### src/rtl/pc_sequencer_pkg.sv
// Shared constants for the fetch PC sequencer: address width, reset vector
// and FSM state encodings.
package pc_sequencer_pkg;

    localparam int PC_W = 13;
    localparam logic [PC_W-1:0] RESET_PC = 13'h0000;

    localparam logic [1:0] ST_BOOT   = 2'd0;
    localparam logic [1:0] ST_RUN    = 2'd1;
    localparam logic [1:0] ST_HALTED = 2'd2;

endpackage

### src/rtl/pc_sequencer_adder.sv
// 13-bit modulo adder; the sequencer uses it to form the sequential fetch address.
module adder_13bit (
    input  logic [12:0] a,
    input  logic [12:0] b,
    output logic [12:0] sum
);

    assign sum = a + b;

endmodule

### src/rtl/pc_sequencer.sv
// Fetch program counter: chooses sequential / branch / jump next PC, buffers one
// redirect that arrives during a stall, and supports halt/resume.
//
//   state  | meaning
//   BOOT   | single cycle after reset release, pc held, no fetch
//   RUN    | fetching; pc updates whenever stall is low
//   HALTED | pc frozen, redirects ignored until resume
module pc_sequencer #(
    parameter int                PC_W     = pc_sequencer_pkg::PC_W,
    parameter logic [PC_W-1:0]   RESET_PC = pc_sequencer_pkg::RESET_PC
) (
    input  logic            clk,
    input  logic            rst,
    input  logic            stall,
    input  logic            branch_taken,
    input  logic [PC_W-1:0] branch_target,
    input  logic            jump,
    input  logic [PC_W-1:0] jump_target,
    input  logic            halt,
    input  logic            resume,
    output logic [PC_W-1:0] pc,
    output logic [PC_W-1:0] pc_plus1,
    output logic            fetch_valid,
    output logic            redirect_pending,
    output logic [1:0]      state
);

    import pc_sequencer_pkg::*;

    logic [1:0]      state_q, state_d;
    logic [PC_W-1:0] pc_q, pc_d;
    logic [PC_W-1:0] pend_tgt_q, pend_tgt_d;
    logic            pend_q, pend_d;
    logic            pc_update;

    adder_13bit u_adder (
        .a   (pc_q),
        .b   (13'd1),
        .sum (pc_plus1)
    );

    assign pc_update = (state_q == ST_RUN) && !stall;

    always_ff @(posedge clk or posedge rst) begin
        if (rst) begin
            state_q <= ST_BOOT;
        end else begin
            state_q <= state_d;
        end
    end

    always_comb begin
        state_d = state_q;
        case (state_q)
            ST_BOOT:   state_d = ST_RUN;
            ST_RUN:    if (halt && !stall) state_d = ST_HALTED;
            ST_HALTED: if (resume && !halt) state_d = ST_RUN;
            default:   state_d = ST_BOOT;
        endcase
    end

    always_comb begin
        fetch_valid = pc_update;
        state       = state_q;
    end

    // A branch in a stall always overwrites the buffer; a jump only fills an empty one.
    always_comb begin
        pc_d       = pc_q;
        pend_d     = pend_q;
        pend_tgt_d = pend_tgt_q;
        if (pc_update) begin
            if (branch_taken)      pc_d = branch_target;
            else if (jump)         pc_d = jump_target;
            else if (pend_q)       pc_d = pend_tgt_q;
            else                   pc_d = pc_plus1;
            pend_d = 1'b0;
        end else if (state_q == ST_RUN) begin
            if (branch_taken) begin
                pend_tgt_d = branch_target;
                pend_d     = 1'b1;
            end else if (jump && !pend_q) begin
                pend_tgt_d = jump_target;
                pend_d     = 1'b1;
            end
        end
    end

    always_ff @(posedge clk or posedge rst) begin
        if (rst) begin
            pc_q       <= RESET_PC;
            pend_q     <= 1'b0;
            pend_tgt_q <= '0;
        end else begin
            pc_q       <= pc_d;
            pend_q     <= pend_d;
            pend_tgt_q <= pend_tgt_d;
        end
    end

    assign pc               = pc_q;
    assign redirect_pending = pend_q;

endmodule

### config.mk
export PLATFORM = sky130hd
export DESIGN_NAME = pc_sequencer
export DESIGN_NICKNAME = d
export VERILOG_FILES = /design/src/rtl/pc_sequencer_pkg.sv /design/src/rtl/pc_sequencer_adder.sv /design/src/rtl/pc_sequencer.sv
export SDC_FILE = /design/constraint.sdc
export NUM_CORES = 1
export LEC_CHECK = 0
export CAP_MARGIN = 5
export CORE_MARGIN = 2
export CORE_UTILIZATION = 46
export DETAILED_ROUTE_END_ITERATION = 12
export GPL_TIMING_DRIVEN = 1
export PLACE_DENSITY_LB_ADDON = 0.05
export SYNTH_ARGS = -nofsm -noshare
export SYNTH_HDL_FRONTEND = slang
export SYNTH_SLANG_ARGS = --single-unit
### constraint.sdc
create_clock -name clk -period 2 [get_ports clk]
set_input_delay 0.4 -clock clk [delete_from_list [all_inputs] [get_ports clk]]
set_output_delay 0.4 -clock clk [all_outputs]
set_load 0.1 [all_outputs]
==> results of run 1 <==
[sequential cells by signal (all words and copies together), names as in the netlist]
name              flops
pend_tgt_q           13
redirect_pending      1
pc                   13
state                 2
[through the flow]
stage / std cells / setup WS (ns) / area [um2] / setup TNS, ns / util (%)
finish: 378 / -0.414 / 3620 / -2.07 / 91.2
global route: 378 / -0.399 / 3620 / -2.31 / 91.2
CTS: 368 / -0.280 / 3490 / -1.24 / 87.9
detailed placement: 350 / -0.150 / 3280 / -0.392 / 82.5
global placement: 350 / -0.0109 / 3280 / -0.0279 / 82.5
floorplan: 223 / -0.410 / 2160 / -2.79 / -
[worst reg2reg max path: cells and delay by family, from the launching register on]
kind | cells | cell delay, ns
fa+ha+maj | 1 | 0.18
buf+inv | 4 | 0.60
compound gates | 2 | 0.40
simple gates | 2 | 0.18
flops | 1 | 0.50
[kinds of logic (layout without fill, tap and decap cells)]
logic type,Yosys count,count (layout)
buffers and inverters,26,131
flip-flops,29,29
AO/OA/AOI/OAI,63,63
adder cells (fa/ha/maj),1,1
multiplexers,16,16
XOR/XNOR,11,11
AND/OR/NAND/NOR,77,77
[how the worst max path moves through the flow]
stage / start / end / slack, ns / depth (start not counted)
after floorplan: pc[7] / pc_plus1[12] / -0.41 / 3
after global placement: stall / fetch_valid / -0.01 / 4
after detailed placement: stall / pc[8] / -0.15 / 5
after CTS: pc[0] / pc_plus1[6] / -0.28 / 7
after global routing: pc[0] / pc_plus1[12] / -0.40 / 7
final: pc[0] / pc_plus1[8] / -0.41 / 7
[placed cells by master (no fill, tap or decap), types with 8 or more instances in the layout]
cell             instances
nor2_1                   8
dfrtp_4                  9
o21ai_0                 27
nand2_1                 34
buf_12                  28
inv_1                    9
dfrtp_1                 14
buf_4                   45
a21oi_1                 11
clkdlybuf4s50_1         32
mux2i_1                 16
[what timing repair did]
action	4_1_cts	5_1_grt
cloned	0	0
pin swaps	8	7
hold endpoints to repair	0	0
gates resized for setup	10	13
setup buffers	11	10
setup endpoints to repair	10	9
[routing by layer]
metal,up-vias,routed length (um)
met2,208,3950
met4,0,646
li1,995,-
met3,60,831
met1,1127,2970
met5,-,0
[area by class of cell]
class	instances	share of cell area (%)
Multi-Input combinational cell	168	37.4
Timing Repair Buffer	111	35.7
Sequential cell	29	21.2
Clock buffer	8	2.49
Tap cell	50	1.73
Inverter	12	1.45
==> results.md, run 1 <==
* Status: finished with violations
* Violated checks: negative setup slack
* Period utilization at 121%
* Worst setup margin at -0.414 ns
* Area contributors post-synth: dfrtp_1, mux2i_1, o21ai_0, nand2_1, a21oi_1
* Area Growth Syn to Fin at 93.4%
* Worst R2R Start: pc[0]
* Die ar. at 4600 um2
* Antenna cells at 0
* Global-route wire length before repair at 10.7 mm
* CP bufs+invs at 3
* Fraction of registers with async set/reset at 100%
* Syn_nets at 257
* Rel. slew slack at 72.9%
* Multiplexer area fraction after synthesis at 8.56%
* Leading area contributor after synthesis: dfrtp_1
* Top-count cell post-synth: nand2_1
* Critical path, cell by cell: ha_4 -> nand4_1 -> buf_4 -> nor2_2 -> xnor2_2 -> clkinvlp_4 -> buf_12
* Crit path max-delay family: buffers and inverters
* CTS tree: built
* Gr ovfl total at 0
* GR peak layer: met2
* Vias at 2390
* CP required at 1.60 ns
* Combined area of the multi-input logic cells at 1360 um2
* Top cells by count, synth: nand2_1, dfrtp_1, o21ai_0, mux2i_1, inv_1
* Min-delay worst type: reg2reg
* Die height at 67.8 um
* IO Pins at 63
* GR met2 Demand/Resource at 56.1%
* Num rows at 23
* Post-route ant nets at 0
* DRC at 0
* Yosys top cell area share at 38.8%
* Max-cap check violation count at 0
* Main combinational cell family by area after synthesis: compound AO/OA/AOI/OAI gates
* Largest net degree at the start of global routing at 38
* Synth Area in Compound Gates at 21.4%
* Detailed Route WL at 8.40 mm
* Post-synthesis xor/xnor area fraction at 5.15%
* Final hold vios at 0
* Top FF cell, synth: dfrtp_1
* Max Slew Vio Count at 0
* Syn Inst Count at 223
* Number of flops mapped to enable cells by yosys at 0
* R2r setup slk at 0.04 ns
* Synth warnings at 0
* Post-DP HPWL at 4.38 mm
* Worst hold start: pend_tgt_q[9]
* Critical path start-end classification: reg2out
* Post-Synth Adder-Cell Area at 0.668%
* Worst-Margin Slew at 0.403 ns
* Critical Path Start Type: register
* Final Wtd Congestion at 0.848
* Global routing usage on met1 at 37.4%
* First-pass DRT Iterations at 7
* Core footprint at 3970 um2
* Simple-Gate Fraction of Synth Area at 19.9%
* Layout cells sized above 1 at 39.3%
* Number of I/O port buffers at 62
* Slowest library cell on the worst path: dfrtp_4
* Hold buffer count at cts at 0
* Clock latency on the worst-skew pair at 0.28 ns
* Clock Tree Root: clkbuf_8
* Syn avg cell area at 8.39 um2
* GRT Util Overall at 32.1%
* Filler instances at 160
* Grt met3 use at 7.50%
* FF-to-FF End: pc[10]
* Reg area at 767 um2
* CTS Sinks at 29
* H-tree levels at 2
* CTS Buf Count at 5
* Final Setup Violations at 8
* Initial core utilization at 47.1%
* Worst-path clk slew at 0.06 ns
* Crit end category: primary output
* Worst path max stage delay at 0.50 ns
* Setup repair after global routing missed its margin: true
* Hold depth at 2
* Number of global-route vias before repair at 2115
* Die Span X at 67.8 um
* Minimum clock period at 2.41 ns
* Clock Tree Buf Depth at 2
* Mapped cell area at 1870 um2
* WL per Instance at 22.2 um
* Worst-path fanout max at 2
* Crit path DAT at 2.01 ns
* WHS Endpoint: pend_tgt_q[9]
* Upper clock frequency limit at 414 MHz
* Seq/Total Area, Yosys at 38.8%
* Netlist cell types at 39
* Hold_ws at 0.483 ns
* Initial antenna violation count at 0
* Synth Register Bits at 29
* Worst r2r path cells at 9
* Final #Nets at 361
* DR iter-0 viols at 362
* Clock skew at 0.00486 ns
* Vias per inst at 6.32
Power of run 1 is left out: the tool's default activity adds up to more than one toggle a clock period on the data nets, which glitch-free logic cannot reach.
==> run 2, diff against run 1 <==
CTS_CLUSTER_DIAMETER = 150   (was not set)
==> results of run 2 <==
No change in the layout: final DEF, timing and power equal those of run 1.
Power of run 2 is left out for the same reason.
